`config.mk`:
```
export PLATFORM = sky130hd
export DESIGN_NAME = conv3x3_relu_fmap
export DESIGN_NICKNAME = d
export VERILOG_FILES = /design/src/rtl/cnn_pkg.sv /design/src/rtl/line_buffer.sv /design/src/rtl/conv3x3_relu_fmap.sv
export SDC_FILE = /design/constraint.sdc
export NUM_CORES = 2
export LEC_CHECK = 0
export ABC_AREA = 1
export ABC_CLOCK_PERIOD_IN_PS = 6600
export BUFFER_PORTS_ARGS = -buffer_cell sky130_fd_sc_hd__buf_2
export CORE_MARGIN = 8
export CORE_UTILIZATION = 40
export DETAILED_ROUTE_END_ITERATION = 16
export GPL_TIMING_DRIVEN = 0
export PLACE_DENSITY_LB_ADDON = 0.25
export SKIP_CTS_REPAIR_TIMING = 1
export SLEW_MARGIN = 5
export SYNTH_ARGS = -nofsm -noshare
export SYNTH_HDL_FRONTEND = slang
export SYNTH_SLANG_ARGS = --single-unit
```
`constraint.sdc`:
```
create_clock -name clk -period 6.6 [get_ports clk]
set_input_delay 0.99 -clock clk [delete_from_list [all_inputs] [get_ports clk]]
set_output_delay 0.99 -clock clk [all_outputs]
set_load 0.005 [all_outputs]
```
`src/rtl/cnn_pkg.sv`:
```
// Shared types and helpers for the 3x3 conv feature-map block.
// Holds default widths, FSM states and the ReLU/saturation function.
package cnn_pkg;

  localparam int DEF_DW = 8;
  localparam int DEF_WW = 8;
  localparam int ACC_W  = DEF_DW + DEF_WW + 4;

  localparam logic signed [ACC_W-1:0] PIX_MAX =
    ACC_W'((1 << DEF_DW) - 1);

  typedef enum logic [1:0] {
    STREAM = 2'd0,
    FLUSH  = 2'd1,
    HOLD   = 2'd2
  } conv_state_t;

  // clamp an already-shifted accumulator into the unsigned pixel range
  function automatic logic [DEF_DW-1:0] sat_relu(
    input logic signed [ACC_W-1:0] acc
  );
    if (acc[ACC_W-1])
      return '0;
    else if (acc > PIX_MAX)
      return '1;
    else
      return acc[DEF_DW-1:0];
  endfunction

endpackage

```
`src/rtl/line_buffer.sv`:
```
// Fixed-depth pixel delay line; advances only on enable.
// Output is the sample written DEPTH enables earlier.
module line_buffer #(
  parameter int DEPTH = 10,
  parameter int W     = 8
) (
  input  logic         clk,
  input  logic         rst_n,
  input  logic         en,
  input  logic [W-1:0] din,
  output logic [W-1:0] dout
);

  logic [W-1:0] sr [DEPTH];

  // shift one position per accepted pixel
  always_ff @(posedge clk or negedge rst_n) begin
    if (!rst_n) begin
      for (int i = 0; i < DEPTH; i++)
        sr[i] <= '0;
    end else if (en) begin
      sr[0] <= din;
      for (int i = 1; i < DEPTH; i++)
        sr[i] <= sr[i-1];
    end
  end

  assign dout = sr[DEPTH-1];

endmodule

```
`src/rtl/conv3x3_relu_fmap.sv`:
```
// Streaming 3x3 convolution with shift, ReLU and saturation.
// Collects the full feature map and holds it until acknowledged.
module conv3x3_relu_fmap
  import cnn_pkg::*;
#(
  parameter int IMG_W = 10,
  parameter int IMG_H = 10,
  parameter int DW    = DEF_DW,
  parameter int WW    = DEF_WW,
  parameter int SHIFT = 4,
  localparam int OW   = IMG_W - 2,
  localparam int OH   = IMG_H - 2
) (
  input  logic                 clk,
  input  logic                 rst_n,
  input  logic                 wt_load,
  input  logic [3:0]           wt_idx,
  input  logic [WW-1:0]        wt_data,
  input  logic                 pix_valid,
  output logic                 pix_ready,
  input  logic [DW-1:0]        pix_data,
  output logic                 fmap_valid,
  input  logic                 fmap_ack,
  output logic [OH*OW*DW-1:0]  fmap_flat
);

  localparam int CW = $clog2(IMG_W);
  localparam int RW = $clog2(IMG_H);
  localparam int AW = $clog2(OH * OW);

  conv_state_t state;
  logic [CW-1:0] col;
  logic [RW-1:0] row;
  logic          fcnt;

  logic signed [WW-1:0] w [9];
  logic [DW-1:0] win [3][3];
  logic          win_v;
  logic [AW-1:0] win_addr;

  logic signed [ACC_W-1:0] acc_c;
  logic signed [ACC_W-1:0] s1_sum;
  logic signed [ACC_W-1:0] s1_sh;
  logic                    s1_v;
  logic [AW-1:0]           s1_addr;

  logic [DW-1:0] lb1_out;
  logic [DW-1:0] lb2_out;

  logic xfer;
  logic wt_ok;
  logic last_col;
  logic last_row;

  assign xfer     = pix_valid && pix_ready;
  assign last_col = (col == CW'(IMG_W - 1));
  assign last_row = (row == RW'(IMG_H - 1));
  assign wt_ok    = (state == STREAM && row == '0 && col == '0)
                 || (state == HOLD);

  line_buffer #(.DEPTH(IMG_W), .W(DW)) u_lb1 (
    .clk   (clk),
    .rst_n (rst_n),
    .en    (xfer),
    .din   (pix_data),
    .dout  (lb1_out)
  );

  line_buffer #(.DEPTH(IMG_W), .W(DW)) u_lb2 (
    .clk   (clk),
    .rst_n (rst_n),
    .en    (xfer),
    .din   (lb1_out),
    .dout  (lb2_out)
  );

  // frame sequencing: stream pixels, drain pipeline, hold map
  always_ff @(posedge clk or negedge rst_n) begin
    if (!rst_n) begin
      state      <= STREAM;
      row        <= '0;
      col        <= '0;
      fcnt       <= 1'b0;
      pix_ready  <= 1'b1;
      fmap_valid <= 1'b0;
    end else begin
      unique case (state)
        STREAM: begin
          if (xfer) begin
            if (last_col) begin
              col <= '0;
              if (last_row) begin
                row       <= '0;
                state     <= FLUSH;
                fcnt      <= 1'b0;
                pix_ready <= 1'b0;
              end else begin
                row <= row + 1'b1;
              end
            end else begin
              col <= col + 1'b1;
            end
          end
        end
        FLUSH: begin
          if (fcnt) begin
            state      <= HOLD;
            fmap_valid <= 1'b1;
          end else begin
            fcnt <= 1'b1;
          end
        end
        HOLD: begin
          if (fmap_ack) begin
            state      <= STREAM;
            row        <= '0;
            col        <= '0;
            pix_ready  <= 1'b1;
            fmap_valid <= 1'b0;
          end
        end
        default: begin
          state     <= STREAM;
          pix_ready <= 1'b1;
        end
      endcase
    end
  end

  // kernel writes only between frames
  always_ff @(posedge clk or negedge rst_n) begin
    if (!rst_n) begin
      for (int i = 0; i < 9; i++)
        w[i] <= '0;
    end else if (wt_load && wt_ok) begin
      for (int i = 0; i < 9; i++)
        if (wt_idx == 4'(i))
          w[i] <= wt_data;
    end
  end

  // 3x3 window: newest column enters on the right
  always_ff @(posedge clk or negedge rst_n) begin
    if (!rst_n) begin
      for (int i = 0; i < 3; i++)
        for (int j = 0; j < 3; j++)
          win[i][j] <= '0;
      win_v    <= 1'b0;
      win_addr <= '0;
    end else begin
      win_v <= xfer && (row >= RW'(2)) && (col >= CW'(2));
      if (xfer) begin
        for (int i = 0; i < 3; i++) begin
          win[i][0] <= win[i][1];
          win[i][1] <= win[i][2];
        end
        win[0][2] <= lb2_out;
        win[1][2] <= lb1_out;
        win[2][2] <= pix_data;
        win_addr  <= AW'((int'(row) - 2) * OW + int'(col) - 2);
      end
    end
  end

  // nine unsigned-by-signed products summed
  always_comb begin
    acc_c = '0;
    for (int i = 0; i < 3; i++)
      for (int j = 0; j < 3; j++)
        acc_c = acc_c
          + ACC_W'(signed'({1'b0, win[i][j]}))
          * ACC_W'(w[i*3+j]);
  end

  // stage 1: register the accumulated sum
  always_ff @(posedge clk or negedge rst_n) begin
    if (!rst_n) begin
      s1_sum  <= '0;
      s1_v    <= 1'b0;
      s1_addr <= '0;
    end else begin
      s1_v <= win_v;
      if (win_v) begin
        s1_sum  <= acc_c;
        s1_addr <= win_addr;
      end
    end
  end

  assign s1_sh = s1_sum >>> SHIFT;

  // stage 2: scale, clamp and store into the map
  always_ff @(posedge clk or negedge rst_n) begin
    if (!rst_n) begin
      fmap_flat <= '0;
    end else if (s1_v) begin
      fmap_flat[int'(s1_addr)*DW +: DW] <= sat_relu(s1_sh);
    end
  end

endmodule
```
==> impl_results.md <==
* Syn Nets at between 7000 and 8000
* Net count, final at between 8000 and 9000
* Final Hold Vio Count at 0
* Post-DRT Antenna Nets at 0
* Placed cell area at slightly above 0.06 mm^2
* DRT Pass-1 Iters at 6
* Core Footprint at 0.141 mm^2
* Setup ws final at -0.785 ns
* Maxcap violations at 1
* GP Congestion at roughly 1
* CTS clk-pin slew, worst paths at approximately 0.060 ns
* Failing checks: capacitance limit, slew limit, setup timing
* Area Growth Syn to Fin at 17.9%
* Hold crit path type: in2async
* CP max FO at 8
* Reg2Reg Depth at 25
* Most common cell after layout, fill and taps aside: nand2_1
* VDD IR max at roughly 0.86 mV
* CTS sink count at a little over 800
* I/O pin count at between 500 and 600
* Die Span Y at ~390 um
* Vias per std cell at around 5.0
* First-pass GRT wire length at around 300000 um
* Synth Warn # at 0
* Root Buffer: clkbuf_16
* Die ar. at ~0.15 mm^2
* GRT Overall Usage at 0.265
* Pin count of the biggest net entering global routing at between 100 and 150
* Setup violators final at 16
* Initial core utilization at 0.401
* Outcome: finished, violations left
* LEAKAGE at between 30 and 40 nW
* Total number of vias at around 48000
* Yosys reg bits at approximately 810
* Worst Tran Pin Value at approximately 1.5 ns
* WP data arrival at between 7 and 8 ns
* CP required at about 7.2 ns
* Sequential-to-total area share from yosys stat at 0.359
* Psw at between 10 and 15 mW
* # DRC at 0
* Syn_area_per_cell at approximately 8.3 um^2
* Final Max Tran Viols at 7
* DRT iter0 DRCs at about 4000
* CP Class: reg2reg
* Clk_skew at about 0.042 ns
* Minimum clock period at ~7.4 ns
* Post-Synthesis Cell Area at between 0.05 and 0.06 mm^2
* Unrepaired setup endpoints after global routing: true
* Die Span X at 392 um
* Cell variety after synth at 41
* Post-Route Utilization at 0.473
* Clock Power Share at 0.181
* Htree depth at 3
* Design area at ~0.067 mm^2
* Primary FF master, synth: dfrtp_1
* Clk buf depth at 3
* Row cnt at 138
* Final wirelength at about 210000 um
* Antenna violations before repair at 6
* Int Pwr at 15.3 mW
* Vias in the first global route at 47268
* Period utilisation layout at 1.12
* Rel. slew slack at -0.0310
* FMAX at about 0.14 GHz
* Asr flop ratio synth at 1.00
* Startpoint types: flip-flop
* Switching share of power at 0.494
* Commonest cells after routing, fill and taps aside: nand2_1 (2077), inv_1 (1276), dfrtp_1 (723)
* CTS buffer count at a little over 90
* Cells after Synth at a little under 7000
* Critical Path End Type: flip-flop
* Share of cells above drive strength 1 at 0.165
* Pwr/cell area at around 450 mW/mm^2
* Post-synth EDFFs at 0
* Grt total ovfl at 0
* Comb power frac at 0.594
* Port-buffer cells at around 540
* Worst-Skew Late Latency at 0.72 ns
* DPL Wire Length at 169000 um
* Pre-CTS setup slack at -1.14 ns
* Wirelength per Cell at between 20 and 25 um
* Seq pwr share at 0.225
* CTS tree: built
-- final cells by class --
type	count	area (um^2)
Sequential cell	811	20400
Inverter	1342	5060
Fill cell	13796	74400
Clock buffer	136	2750
Tap cell	1890	2360
Clock inverter	34	507
Antenna cell	5	12.5
Timing Repair Buffer	669	3910
Buffer	244	1290
Multi-Input combinational cell	4347	30400
-- cell families (layout without fill, tap and decap cells) --
logic type / after synthesis / in the layout / synth area share
AOI/OAI and AO/OA: 467 / 467 / 0.0416
DFF: 811 / 811 / 0.359
xor gates and xnor gates: 14 / 14 / 0.00250
and+or+nand+nor: 3000 / 3000 / 0.218
adders and majority gates: 866 / 866 / 0.267
buffers and inverters: 1673 / 2425 / 0.113
other: 0 / 5 / 0
-- metal layers --
layer,up-vias,wire [um],global-route usage
met2,1846,96600,0.433
met3,450,16600,0.0524
met1,23484,81200,0.332
met4,2,13600,0.142
met5,-,11,0
li1,21838,-,-
-- metrics by stage --
step / cells / total power [mW] / TNS [ns] / hold slack (ns)
2_1_floorplan: 6831 / 16.7 / -2.29 / 0.352
3_3_place_gp: 9259 / 22.2 / - / 0.358
3_5_place_dp: 9267 / 22.3 / -14.48 / 0.368
4_1_cts: 9437 / 27.9 / -14.40 / 0.0779
5_1_grt: 9473 / 32.3 / -11.82 / 0.105
6_report: 9478 / 30.3 / -8.50 / 0.128
-- path summary, 6_finish.rpt --
check / from / endpoint / slack [ns]
hold / removal: rst_n / fmap_flat[205] / 0.13
hold reg to reg: win_v / s1_v / 0.38
min in group clk: win_v / s1_v / 0.38
setup reg to reg: win[64] / s1_sum[16] / -0.78
setup / recovery: win[64] / s1_sum[16] / -0.78
max in group asynchronous: rst_n / u_lb2.sr[15] / 4.70
-- worst max-delay path, cell delays in order, from the launching register on --
cell	delay, ns
dfrtp_2	0.50
or2_4	0.29
fa_1	0.50
inv_1	0.05
fa_2	0.52
inv_2	0.05
fa_2	0.56
fa_1	0.40
inv_1	0.08
fa_1	0.42
inv_2	0.08
fa_2	0.44
fa_2	0.55
inv_2	0.05
fa_2	0.55
fa_1	0.44
fa_2	0.56
ha_4	0.22
buf_12	0.13
a21oi_4	0.16
o21ai_4	0.09
a21oi_2	0.20
or2_4	0.16
nand3b_1	0.09
nand3_2	0.10
nand2_2	0.06
-- synth_stat cells (2+ instances only) --
master | number | area, um^2
a21oi_1 | 51 | 255
a31oi_1 | 2 | 12.5
buf_1 | 18 | 67.6
buf_2 | 53 | 265
buf_4 | 5 | 37.5
clkbuf_1 | 254 | 953
clkinv_1 | 2 | 7.51
dfrtp_1 | 810 | 20300
fa_1 | 569 | 11400
ha_1 | 297 | 3720
inv_1 | 1318 | 4950
inv_2 | 21 | 78.8
nand2_1 | 2097 | 7870
nand2_2 | 5 | 31.3
nand3_1 | 333 | 1670
nand3_2 | 4 | 40.0
nand3b_1 | 5 | 37.5
nand4_1 | 106 | 663
nor2_1 | 357 | 1340
nor2_2 | 40 | 250
nor2_4 | 10 | 113
nor2_8 | 4 | 80.1
nor3_1 | 30 | 150
nor3b_1 | 2 | 15.0
o21ai_0 | 377 | 1890
o21ai_1 | 31 | 155
o22ai_1 | 2 | 12.5
or2_2 | 4 | 25.0
xnor2_1 | 10 | 87.6
xor2_1 | 3 | 26.3
-- power groups by stage --
stage                     Combinational, mW  Clock (mW)  Sequential (mW)
after detailed placement               15.9           0             6.37
after global routing                   19.6        5.76             6.93
after global placement                 15.8           0             6.36
after CTS                              16.0        5.56             6.28
after floorplan                        10.4           0             6.24
final                                  18.0        5.47             6.83
-- flip-flops by register name (all words and copies together) (netlist names) --
signal and flops:
u_lb2.sr 72, state 2, s1_sum 16, fcnt 1
row 4, s1_v 1, fmap_valid 1, w 72
u_lb1.sr 72, fmap_flat 512, s1_addr 6, u_lb1.dout 8
col 4, u_lb2.dout 8, win_v 1, pix_ready 1
win_addr 6, win 24
Note: power is estimated with default switching activity, not from simulation.
